===== src/rtl/scariv_credit_return_sched.sv =====
// Credit return scheduler for one backend resource.
// Batches per-cycle entry releases into bounded credit returns toward the
// allocator's credit master. Returns freeze during a flush, and all withheld
// credits are drained once the backend reports that the kill is complete.
module scariv_credit_return_sched #(
  parameter int MAX_CREDITS   = 16,
  parameter int REL_PORTS     = 2,
  parameter int MAX_RET       = 2,
  parameter int RET_THRESHOLD = 2,
  parameter int TIMEOUT       = 4,
  parameter int CNT_W         = $clog2(MAX_CREDITS) + 1
) (
  input  logic                 i_clk,
  input  logic                 i_reset,
  input  logic [REL_PORTS-1:0] i_release_valid,
  input  logic                 i_flush,
  input  logic                 i_flush_done,
  output logic                 o_return_valid,
  output logic [CNT_W-1:0]     o_return_val,
  input  logic                 i_return_ready,
  output logic [CNT_W-1:0]     o_pending,
  output logic [1:0]           o_state,
  output logic                 o_overflow_err
);

  localparam logic [1:0] ST_NORMAL = 2'd0;
  localparam logic [1:0] ST_FLUSH  = 2'd1;
  localparam logic [1:0] ST_DRAIN  = 2'd2;

  // Two extra bits so the pending sum can exceed MAX_CREDITS without wrapping.
  localparam int SUM_W = CNT_W + 2;
  localparam int TMR_W = $clog2(TIMEOUT + 2);

  localparam logic [CNT_W-1:0] MAX_RET_C   = CNT_W'(MAX_RET);
  localparam logic [CNT_W-1:0] THRESHOLD_C = CNT_W'(RET_THRESHOLD);
  localparam logic [CNT_W-1:0] MAX_CRED_C  = CNT_W'(MAX_CREDITS);
  localparam logic [TMR_W-1:0] TIMEOUT_C   = TMR_W'(TIMEOUT);

  logic [CNT_W-1:0] pend_reg, pend_next;
  logic [TMR_W-1:0] timer_reg, timer_next;
  logic [1:0]       state_reg, state_next;
  logic             ret_valid_reg, ret_valid_next;
  logic [CNT_W-1:0] ret_val_reg, ret_val_next;
  logic             overflow_reg, overflow_next;

  logic [SUM_W-1:0] rel_cnt;
  logic [SUM_W-1:0] pend_sum;
  logic             slot_avail;
  logic             xfer;
  logic             pend_nz;
  logic             timed_out;
  logic             load;
  logic [CNT_W-1:0] load_val;

  // Number of entries released this cycle.
  always_comb begin
    rel_cnt = '0;
    for (int i = 0; i < REL_PORTS; i++) begin
      rel_cnt = rel_cnt + SUM_W'(i_release_valid[i]);
    end
  end

  // Load decision: the output slot is free (or emptying now) and the state allows a return.
  always_comb begin
    slot_avail = !ret_valid_reg || i_return_ready;
    xfer       = ret_valid_reg && i_return_ready;
    pend_nz    = (pend_reg != '0);
    timed_out  = (timer_reg == TIMEOUT_C);
    load       = 1'b0;
    case (state_reg)
      ST_NORMAL: load = slot_avail && ((pend_reg >= THRESHOLD_C) || (pend_nz && timed_out));
      ST_DRAIN:  load = slot_avail && pend_nz;
      default:   load = 1'b0;
    endcase
    // Load amount comes from the registered count; this cycle's releases wait.
    load_val = '0;
    if (load) begin
      load_val = (pend_reg > MAX_RET_C) ? MAX_RET_C : pend_reg;
    end
  end

  // Pending count update with saturation and sticky overflow flag.
  always_comb begin
    pend_sum      = SUM_W'(pend_reg) - SUM_W'(load_val) + rel_cnt;
    pend_next     = pend_sum[CNT_W-1:0];
    overflow_next = overflow_reg;
    if (pend_sum > SUM_W'(MAX_CREDITS)) begin
      pend_next     = MAX_CRED_C;
      overflow_next = 1'b1;
    end
  end

  // Idle timer: counts cycles with credits held but nothing loaded; frozen at 0 in FLUSH.
  always_comb begin
    timer_next = timer_reg;
    if ((state_reg == ST_FLUSH) || load || !pend_nz) begin
      timer_next = '0;
    end else if (!timed_out) begin
      timer_next = timer_reg + 1'b1;
    end
  end

  // Offered return: held stable until a transfer; refilled in the same cycle a transfer fires.
  always_comb begin
    ret_valid_next = ret_valid_reg;
    ret_val_next   = ret_val_reg;
    if (load) begin
      ret_valid_next = 1'b1;
      ret_val_next   = load_val;
    end else if (xfer) begin
      ret_valid_next = 1'b0;
    end
  end

  // Flush state machine: flush wins over drain completion; flush_done only matters in FLUSH.
  always_comb begin
    state_next = state_reg;
    case (state_reg)
      ST_NORMAL: if (i_flush) state_next = ST_FLUSH;
      ST_FLUSH:  if (i_flush_done) state_next = ST_DRAIN;
      ST_DRAIN: begin
        if (i_flush) begin
          state_next = ST_FLUSH;
        end else if (!pend_nz && !load) begin
          state_next = ST_NORMAL;
        end
      end
      default:   state_next = ST_NORMAL;
    endcase
  end

  // State registers; reset discards any offered return and all pending credits.
  always_ff @(posedge i_clk) begin
    if (i_reset) begin
      pend_reg      <= '0;
      timer_reg     <= '0;
      state_reg     <= ST_NORMAL;
      ret_valid_reg <= 1'b0;
      ret_val_reg   <= '0;
      overflow_reg  <= 1'b0;
    end else begin
      pend_reg      <= pend_next;
      timer_reg     <= timer_next;
      state_reg     <= state_next;
      ret_valid_reg <= ret_valid_next;
      ret_val_reg   <= ret_val_next;
      overflow_reg  <= overflow_next;
    end
  end

  assign o_return_valid = ret_valid_reg;
  assign o_return_val   = ret_val_reg;
  assign o_pending      = pend_reg;
  assign o_state        = state_reg;
  assign o_overflow_err = overflow_reg;

endmodule


===== config.mk =====
export PLATFORM = sky130hd
export DESIGN_NAME = scariv_credit_return_sched
export DESIGN_NICKNAME = d
export VERILOG_FILES = /design/src/rtl/scariv_credit_return_sched.sv
export SDC_FILE = /design/constraint.sdc
export NUM_CORES = 1
export LEC_CHECK = 0
export CORE_MARGIN = 3
export CORE_UTILIZATION = 40
export DETAILED_ROUTE_END_ITERATION = 8
export SLEW_MARGIN = 0
export SYNTH_ARGS = -nofsm -noshare
export SYNTH_HDL_FRONTEND = slang
export SYNTH_SLANG_ARGS = --single-unit

===== constraint.sdc =====
create_clock -name i_clk -period 5.5 [get_ports i_clk]
set_clock_uncertainty 0.15 [all_clocks]
set_input_delay 1.1 -clock i_clk [delete_from_list [all_inputs] [get_ports i_clk]]
set_output_delay 1.1 -clock i_clk [all_outputs]
set_load 0.05 [all_outputs]

==> results.py <==
metrics = {
    "status": {
        "outcome": "finished, final reports clean",
    },
    "yosys": {
        "synthFlopType": "sky130_fd_sc_hd__dfxtp_1",
        "synth_async_sr_flop_share_pct": 0,
        "synth.cell_area_um2": 1050,
        "yosysUniqueCellTypes": 44,
        "synth_cells": 110,
        "synth_simple_gate_area_share_pct": 23.0,
        "netlist.top_cell.by_area": "sky130_fd_sc_hd__dfxtp_1",
        "syn_area_per_cell_um2": 9.58,
        "synth_compound_area_share_pct": 16.2,
        "yosys_warnings": 0,
        "synth.top_cells.by_area": "sky130_fd_sc_hd__dfxtp_1 32%, sky130_fd_sc_hd__ha_1 12%, sky130_fd_sc_hd__fa_1 3.8%",
        "yosys.area_share.xor_xnor_pct": 6.29,
        "synth_top_area_share_pct": 32.3,
        "postSynthRegisterBits": 17,
        "synth_seq_area_share_pct": 32.3,
        "number_of_flops_mapped_to_enable_cells_by_yosys": 0,
        "portion_of_netlist_area_occupied_by_mux_cells_pct": 2.38,
        "post_synth_fa_ha_maj_area_fraction_pct": 15.7,
        "synth_top_family_by_area": "simple AND/OR/NAND/NOR gates",
    },
    "clocking": {
        "postCtsSetupBuffers": 0,
        "cts_tree": "yes",
        "post_cts_hold_buffer_count": 0,
        "tritoncts_buffer_count": 3,
        "cts_resized": 0,
        "cts_sinks": 17,
        "clk_lat_worst_skew_ns": 0.29,
        "cts.reportedPaths.clkPinSlew_ns": 0.10,
        "cts.htree.levels": 1,
        "root_buffer": "sky130_fd_sc_hd__clkbuf_4",
        "max_buffers_root_to_sink": 2,
    },
    "global_route": {
        "grt_max_degree": 12,
        "antenna_violations_before_repair": 0,
        "global_route_wire_length_before_repair_um": 3710,
        "number_of_global_route_vias_before_repair": 836,
        "track_usage_pct": 14.3,
        "globalRouteOverflowTotal": 0,
    },
    "timing": {
        "slew_headroom_pct": 45.9,
        "final_min_period_over_clock_period_pct": 87.8,
        "grt_setup_unrepaired": "false",
        "setup_ws_ns": 0.672,
        "timing.setup.tns_ns": 0,
        "final-max-slew-violation-count": 0,
        "worst-slew-pin-transition_ns": 0.790,
        "post-route-min-period_ns": 4.83,
        "final-hold-violation-count": 0,
        "achievable-frequency_mhz": 207,
        "timing.final.setup_violations": 0,
    },
    "floorplan": {
        "placeable_area_um2": 2360,
        "die_height_um": 57.3,
        "floorplan.io_pins": 21,
        "die_x_um": 57.3,
        "placementRows": 17,
        "effective_utilization_at_floorplan_pct": 44.6,
        "dieArea_um2": 3290,
    },
    "critical_path": {
        "setup.reg_to_reg.worst_slack_ns": 1.23,
        "crit_arrival_ns": 4.87,
        "cp_cell_sequence": "clkdlybuf4s50_1 > nand2b_1 > nor2b_1 > o21ai_1 > nor3_1 > ha_1 > inv_1 > fa_1 > fa_1 > or4_2 > o22ai_1 > nor3_2 > o31a_1",
        "worst-endpoint-required_ns": 5.54,
        "critical_path.max_fanout": 7,
        "criticalPathCategory": "in -> reg",
        "kind_of_start_point_of_the_critical_path": "input pin",
        "critical_path.n_buffers_inverters": 2,
        "critPathMaxStageDelay_ns": 0.68,
        "worst_setup_path_end_kind": "flop",
        "critical-path-slowest-cell": "sky130_fd_sc_hd__or4_2",
        "cpMostUsedCell": "sky130_fd_sc_hd__fa_1",
        "worst_path_dominant_cell_family": "simple AND/OR/NAND/NOR gates",
    },
    "routing": {
        "first_iter_violations": 50,
        "detail_route.first_pass.iterations": 4,
        "routedWlPerCell_um": 13.2,
        "detail-route-antenna-nets": 0,
        "route.final.wire_length_um": 2160,
        "post-route-drc-count": 0,
        "routed-via-count": 871,
        "vias_per_cell": 5.34,
    },
    "placement": {
        "globalplace.congestion": 0.745,
        "place_hpwl_um": 1740,
        "place_worst_setup_slack_ns": 0.342,
        "port_buffers": 20,
    },
    "finish": {
        "finalNetCount": 155,
        "synthToLayoutAreaGrowth_pct": 24.3,
        "antennaDiodeCount": 0,
        "fill_cells": 233,
        "final_layout_size_suffix_gt1_share_pct": 12.6,
    },
    "pwr": {
        "cellLeakagePower_nw": 0.569,
        "cellPowerDensity_nw_per_um2": 671,
        "ir_drop_uv": 517,
    },
    "worst_hold_path": {
        "min-delay-path-class": "reg -> reg",
    },
    "run": {
        "cap_viol_max_count": 0,
    },
}
layer usage:
metal | vias up | routed length, µm | GRT usage (%)
met5 | - | 0 | 0
met4 | 0 | 16 | 1.99
met3 | 2 | 94 | 4.75
met2 | 16 | 1040 | 23.3
met1 | 411 | 1010 | 18.8
li1 | 442 | - | -
cell type report:
class,instances,area [µm²],area share [%]
Clock inverter,1,5.00,0.382
Timing Repair Buffer,20,200,15.3
Inverter,7,26.3,2.01
Tap cell,28,35.0,2.67
Sequential cell,17,340,26.0
Clock buffer,3,22.5,1.72
Multi-Input combinational cell,87,681,52.0
synthesized netlist by cell type (2+ instances only):
| master | n |
|---|---|
| sky130_fd_sc_hd__nand3_1 | 2 |
| sky130_fd_sc_hd__and3_1 | 3 |
| sky130_fd_sc_hd__and2_1 | 2 |
| sky130_fd_sc_hd__nor4_1 | 3 |
| sky130_fd_sc_hd__xor2_2 | 2 |
| sky130_fd_sc_hd__a31oi_1 | 2 |
| sky130_fd_sc_hd__dfxtp_1 | 17 |
| sky130_fd_sc_hd__ha_1 | 10 |
| sky130_fd_sc_hd__a21oi_1 | 6 |
| sky130_fd_sc_hd__nor3_1 | 3 |
| sky130_fd_sc_hd__nand2_2 | 2 |
| sky130_fd_sc_hd__nor2_1 | 7 |
| sky130_fd_sc_hd__a21o_1 | 3 |
| sky130_fd_sc_hd__nand2b_1 | 2 |
| sky130_fd_sc_hd__inv_1 | 7 |
| sky130_fd_sc_hd__nor2b_1 | 2 |
| sky130_fd_sc_hd__nor4b_1 | 2 |
| sky130_fd_sc_hd__fa_1 | 2 |
| sky130_fd_sc_hd__o211a_1 | 2 |
| sky130_fd_sc_hd__xnor2_1 | 2 |
| sky130_fd_sc_hd__nand2_1 | 6 |
path summary, 6_finish.rpt:
path,cells past startpoint,endpoint,startpoint
setup reg to reg,11,o_overflow_err$_SDFFE_PP0N_,o_pending[1]$_SDFF_PP0_
hold / removal,2,o_return_val[1]$_SDFFE_PP0P_,o_return_val[1]$_SDFFE_PP0P_
hold reg to reg,2,o_return_val[1]$_SDFFE_PP0P_,o_return_val[1]$_SDFFE_PP0P_
setup / recovery,13,o_overflow_err$_SDFFE_PP0N_,i_return_ready
stage by stage:
stage | cells | hold WS (ns) | power (W) | instance area, µm² | util (%)
floorplan | 112 | 0.328 | 0.000672 | 1060 | -
global placement | 159 | 0.299 | 0.000807 | 1280 | 54.3
detailed placement | 159 | 0.302 | 0.000815 | 1280 | 54.3
CTS | 163 | 0.318 | 0.000887 | 1310 | 55.5
global route | 163 | 0.359 | 0.000952 | 1310 | 55.5
finish | 163 | 0.316 | 0.000879 | 1310 | 55.5
report_power, final:
group          total (W)  internal, W  leakage, nW  switching [W]
Combinational   0.000631     0.000245        0.413       0.000386
Sequential      0.000180     0.000154        0.139      0.0000262
Clock          0.0000681    0.0000270       0.0177      0.0000410
layout by cell type, fill, tap and decap left out, types with 2 or more instances in the layout:
| master | n |
|---|---|
| sky130_fd_sc_hd__clkdlybuf4s50_1 | 20 |
| sky130_fd_sc_hd__dfxtp_1 | 17 |
| sky130_fd_sc_hd__ha_1 | 10 |
| sky130_fd_sc_hd__inv_1 | 7 |
| sky130_fd_sc_hd__nor2_1 | 7 |
| sky130_fd_sc_hd__nand2_1 | 6 |
| sky130_fd_sc_hd__a21oi_1 | 6 |
| sky130_fd_sc_hd__nor3_1 | 3 |
| sky130_fd_sc_hd__and3_1 | 3 |
| sky130_fd_sc_hd__nor4_1 | 3 |
| sky130_fd_sc_hd__a21o_1 | 3 |
| sky130_fd_sc_hd__conb_1 | 3 |
| sky130_fd_sc_hd__clkbuf_4 | 3 |
| sky130_fd_sc_hd__nand2b_1 | 2 |
| sky130_fd_sc_hd__nor2b_1 | 2 |
| sky130_fd_sc_hd__and2_1 | 2 |
| sky130_fd_sc_hd__nand3_1 | 2 |
| sky130_fd_sc_hd__xnor2_1 | 2 |
| sky130_fd_sc_hd__nand2_2 | 2 |
| sky130_fd_sc_hd__a31oi_1 | 2 |
| sky130_fd_sc_hd__xor2_2 | 2 |
| sky130_fd_sc_hd__o211a_1 | 2 |
| sky130_fd_sc_hd__nor4b_1 | 2 |
| sky130_fd_sc_hd__fa_1 | 2 |
worst register-to-register path, cell delays in order, from the launching register on:
cell and delay (ns):
sky130_fd_sc_hd__dfxtp_1 0.38, sky130_fd_sc_hd__or4_1 0.60, sky130_fd_sc_hd__o21ai_1 0.39, sky130_fd_sc_hd__nor3_1 0.12
sky130_fd_sc_hd__ha_1 0.25, sky130_fd_sc_hd__inv_1 0.08, sky130_fd_sc_hd__fa_1 0.45, sky130_fd_sc_hd__fa_1 0.53
sky130_fd_sc_hd__or4_2 0.68, sky130_fd_sc_hd__o22ai_1 0.17, sky130_fd_sc_hd__nor3_2 0.10, sky130_fd_sc_hd__o31a_1 0.27
kinds of logic after synthesis:
| logic type | after synthesis |
|---|---|
| flops | 17 |
| xor+xnor | 5 |
| simple gates | 42 |
| fa+ha+maj | 12 |
| compound gates | 23 |
| buf+inv | 8 |
| other cells | 1 |
| mux | 2 |
Power figures use the tool's default switching activity.
==> RTL change 1: new RTL, same settings <==
Make the reset (`i_reset`) asynchronous in one clocked block.
--- a/src/rtl/scariv_credit_return_sched.sv
+++ b/src/rtl/scariv_credit_return_sched.sv
@@ -131,5 +131,5 @@
 
   // State registers; reset discards any offered return and all pending credits.
-  always_ff @(posedge i_clk) begin
+  always_ff @(posedge i_clk or posedge i_reset) begin
     if (i_reset) begin
       pend_reg      <= '0;
Behaviour: differs if i_reset is asserted again (counterexample within 4 cycles, from zero or initial values and one cycle with i_reset high); with i_reset held inactive, the same outputs for 10 cycles.
==> RTL change 1 against the unedited design <==
- via count increased by 2.5%
- final area is 5.3% higher
- register-to-register slack better by 0.53 ns
- final cell count grew 6.7%
- clock power fell by 4.0%
- routed wire length grew 3.2%
- sequential cell count did not move
- power shrank 11%
- worst setup slack improved by 0.52 ns
- area after synthesis rose by 5.7%
==> RTL change 1: results <==
set metrics [dict create \
    grt_pass1_wl_um 4140 \
    h-tree-depth 1 \
    first_iter_violations 38 \
    ys_seq_area_share_pct 38.20 \
    slew_headroom_pct 57.79 \
    fin_cells 174 \
    wl_met3_um 86 \
    slowest_delay_ns 0.49 \
    worstPathArrival_ns 4.32 \
    track_usage_pct 15.63 \
    drt-met1-wl_um 1017 \
    outcome "completed" \
    gp_congestion 0.8974 \
    std_cell_rows 18 \
    postSynthAreaPerCell_sq_um 9.358 \
    synth_area_leaders "dfrtp_1, ha_1, xnor2_1" \
    slowest_stage "fa_1" \
    gr-usage-met1_pct 21.21 \
    hpwl_um 1888 \
    vias 893 \
    place_area_sq_um 1354 \
    synth_common_cells "dfrtp_1, nand2_1, nor2_1, ha_1, a21oi_1" \
    use_met2_pct 25.39 \
    gr-usage-met3_pct 3.947 \
    postCtsSetupBuffers 0 \
    async_reset_ff_share_pct 100.0 \
    grt_pass1_vias 928 \
    power.leakage_nw 0.6194 \
    wl_met2_um 1102 \
    wl_um 2226 \
    grt_max_degree 18 \
    cts_buffer_depth 2 \
    dp_slack_ns 0.8829 \
    nNetsFinal 164 \
    drive_above_1_share_pct 4.861 \
    place_inst 170 \
]
==> RTL change 1: area by class of cell <==
cell class,instances,area (sq um),area share (%)
Tap cell,30,37.54,2.720
Timing Repair Buffer,20,200.2,14.51
Inverter,6,22.52,1.632
Clock buffer,4,26.28,1.904
Sequential cell,17,425.4,30.83
Multi-Input combinational cell,97,668.1,48.41
==> RTL change 1: kinds of logic (layout without fill, tap and decap cells) <==
family,after synthesis,count (layout),share of synthesized area (%)
and+or+nand+nor,51,51,22.36
other,1,3,0.3368
muxes,1,1,1.011
DFF,17,17,38.20
AOI/OAI and AO/OA,20,20,12.25
buffers and inverters,7,30,2.471
adders and majority gates,12,12,14.83
xor gates and xnor gates,10,10,8.540
==> RTL change 1: power by group <==
group / switching [mW] / leakage, nW / internal, mW
Clock: 0.0372 / 0.0150 / 0.0282
Sequential: 0.0325 / 0.217 / 0.157
Combinational: 0.319 / 0.387 / 0.207
Total: 0.388 / 0.619 / 0.392
==> RTL change 1: final timing paths <==
check                                     start              end  slack, ns  depth (start not counted)
worst max-delay path             i_return_ready   o_overflow_err       1.20                         14
worst min-delay path            o_return_val[1]  o_return_val[1]       0.34                          2
worst max register to register     timer_reg[0]   o_overflow_err       1.76                         15
worst min register to register  o_return_val[1]  o_return_val[1]       0.34                          2
max in group asynchronous               i_reset     o_pending[0]       3.76                          2
min in group asynchronous               i_reset   o_return_valid       1.03                          2
==> RTL change 1: tightest hold or removal path: cells and delay by family, from the launching register on <==
family           cells  cell delay, ns
AND/OR/NAND/NOR      2            0.10
flip-flops           1            0.35
==> RTL change 2: new RTL, config.mk and constraints unchanged <==
Made on the original files. The parameter `MAX_CREDITS` goes from 16 to 8.
--- a/src/rtl/scariv_credit_return_sched.sv
+++ b/src/rtl/scariv_credit_return_sched.sv
@@ -4,5 +4,5 @@
 // credits are drained once the backend reports that the kill is complete.
 module scariv_credit_return_sched #(
-  parameter int MAX_CREDITS   = 16,
+  parameter int MAX_CREDITS   = 8,
   parameter int REL_PORTS     = 2,
   parameter int MAX_RET       = 2,
Ports: changed (resized o_pending and o_return_val); port bits go from 21 to 19. The function was not compared with the original's and may differ.
==> RTL change 2 against the unedited design <==
- worst setup slack improved by 0.64 ns
- final area shrank 10%
- area after synthesis down 10%
- routed wire length decreased by 15%
- critical path type unchanged
- worst hold slack better by 0.014 ns
- sequential cell count down 2
- power fell by 33%
==> RTL change 2: results <==
set metrics [dict create \
    reg2regPathDepth 12 \
    viasPerCell 5.139 \
    clockRootBuffer "clkbuf_4" \
    vias 776 \
    power.leakage_nw 0.4640 \
    ys_types 39 \
    first_iter_violations 6 \
    hold_class "flop to flop" \
    slew_headroom_pct 63.24 \
    h-tree-depth 1 \
    fillCellCount 208 \
    grt_max_degree 14 \
    hpwl_um 1474 \
    gp_congestion 0.7374 \
    irDropWorstVdd_mv 0.3373 \
    wl_um 1826 \
    async_reset_ff_share_pct 0 \
    regToRegStartpoint "timer_reg[0]" \
    synth_area_leaders "dfxtp_1, ha_1, nor2_1" \
    grt_pass1_wl_um 3132 \
    drive_above_1_share_pct 10.48 \
    track_usage_pct 14.58 \
    ys_seq_area_share_pct 31.79 \
    regToRegSetupSlack_ns 1.68 \
    port_buffers 18 \
    synthesis.nets 121 \
    nNetsFinal 142 \
    outcome "completed" \
    synthFlopType "dfxtp_1" \
    place_area_sq_um 1151 \
    yosys_warnings 0 \
    synth_common_cells "dfxtp_1, nor2_1, inv_1, ha_1, nor3_1" \
    synthCells 104 \
    critPathMaxFanout 5 \
    grt_pass1_vias 761 \
    clock_latency_ns 0.29 \
    worstPathArrival_ns 4.24 \
    synth.top_cell.area_share_pct 31.79 \
]
-- RTL change 2: cell types whose count changed after synthesis, moves of 3 or more --
cell     unedited run  this run
and3_1              3         0
nor3_1              3         7
nor3b_1             0         3
nor2_1              7        11
-- RTL change 2: routing by layer --
layer / part of all wire (%) / wire length [um] / global-route usage, %
met1: 46 / 839 / 17.52
met2: 48 / 883 / 24.61
met3: 4.9 / 90 / 4.905
met4: 0.71 / 13 / 3.734
met5: 0 / 0 / 0
-- RTL change 2: final cells by class --
cell class,instances,area (sq um),share of cell area [%]
tap,27,33.78,2.866
inverter,9,33.78,2.866
sequential,15,300.3,25.48
clock inverter,1,5.005,0.4246
clock buffer,3,22.52,1.911
multi-input combinational,78,603.1,51.17
timing repair buffer,18,180.2,15.29
-- RTL change 2: power by group --
part           internal (mW)  leakage [nW]  switching, mW  total (mW)
combinational          0.154         0.323          0.215       0.369
sequential             0.134         0.123         0.0224       0.157
clock                 0.0270        0.0177         0.0381      0.0651
total                  0.315         0.464          0.275       0.591
-- RTL change 2: per-stage QoR --
step / hold WS, ns / cells / total power, mW / utilization (%) / setup slack [ns]
6_report: 0.3297 / 151 / 0.5905 / 56.07 / 1.310
2_1_floorplan: 0.2977 / 104 / 0.4428 / - / 1.698
5_1_grt: 0.3452 / 151 / 0.6396 / 56.07 / 1.009
4_1_cts: 0.3345 / 151 / 0.5958 / 56.07 / 1.283
3_5_place_dp: 0.3141 / 147 / 0.5290 / 54.76 / 0.9744
3_3_place_gp: 0.3125 / 147 / 0.5290 / 54.76 / 1.055
-- RTL change 2: critical path, stage by stage --
cell             delay [ns]
clkdlybuf4s50_1        0.45
nor2b_1                0.08
nor4_1                 0.41
ha_1                   0.28
fa_1                   0.46
fa_1                   0.58
nor3b_1                0.20
nor3_1                 0.06
or4b_1                 0.48
o211a_1                0.13
-- RTL change 2: cell families (layout without fill, tap and decap cells) --
logic type / count (synthesis) / in the layout / synth area share, %
DFF: 15 / 15 / 31.79
and+or+nand+nor: 43 / 43 / 26.62
buffers and inverters: 11 / 31 / 4.371
xor gates and xnor gates: 4 / 4 / 4.504
adders and majority gates: 10 / 10 / 14.84
muxes: 1 / 1 / 1.060
other: 1 / 1 / 0.3970
AOI/OAI and AO/OA: 19 / 19 / 16.42
-- RTL change 2: worst min path at each step --
stage | end | slack [ns] | start | depth (start not counted)
floorplan | timer_reg[1] | 0.30 | timer_reg[1] | 2
global placement | timer_reg[1] | 0.31 | timer_reg[1] | 2
detailed placement | o_return_val[0] | 0.31 | o_return_val[0] | 1
CTS | o_return_val[3] | 0.33 | o_return_val[3] | 1
global route | o_return_val[0] | 0.35 | o_return_val[0] | 1
finish | o_return_val[0] | 0.33 | o_return_val[0] | 1
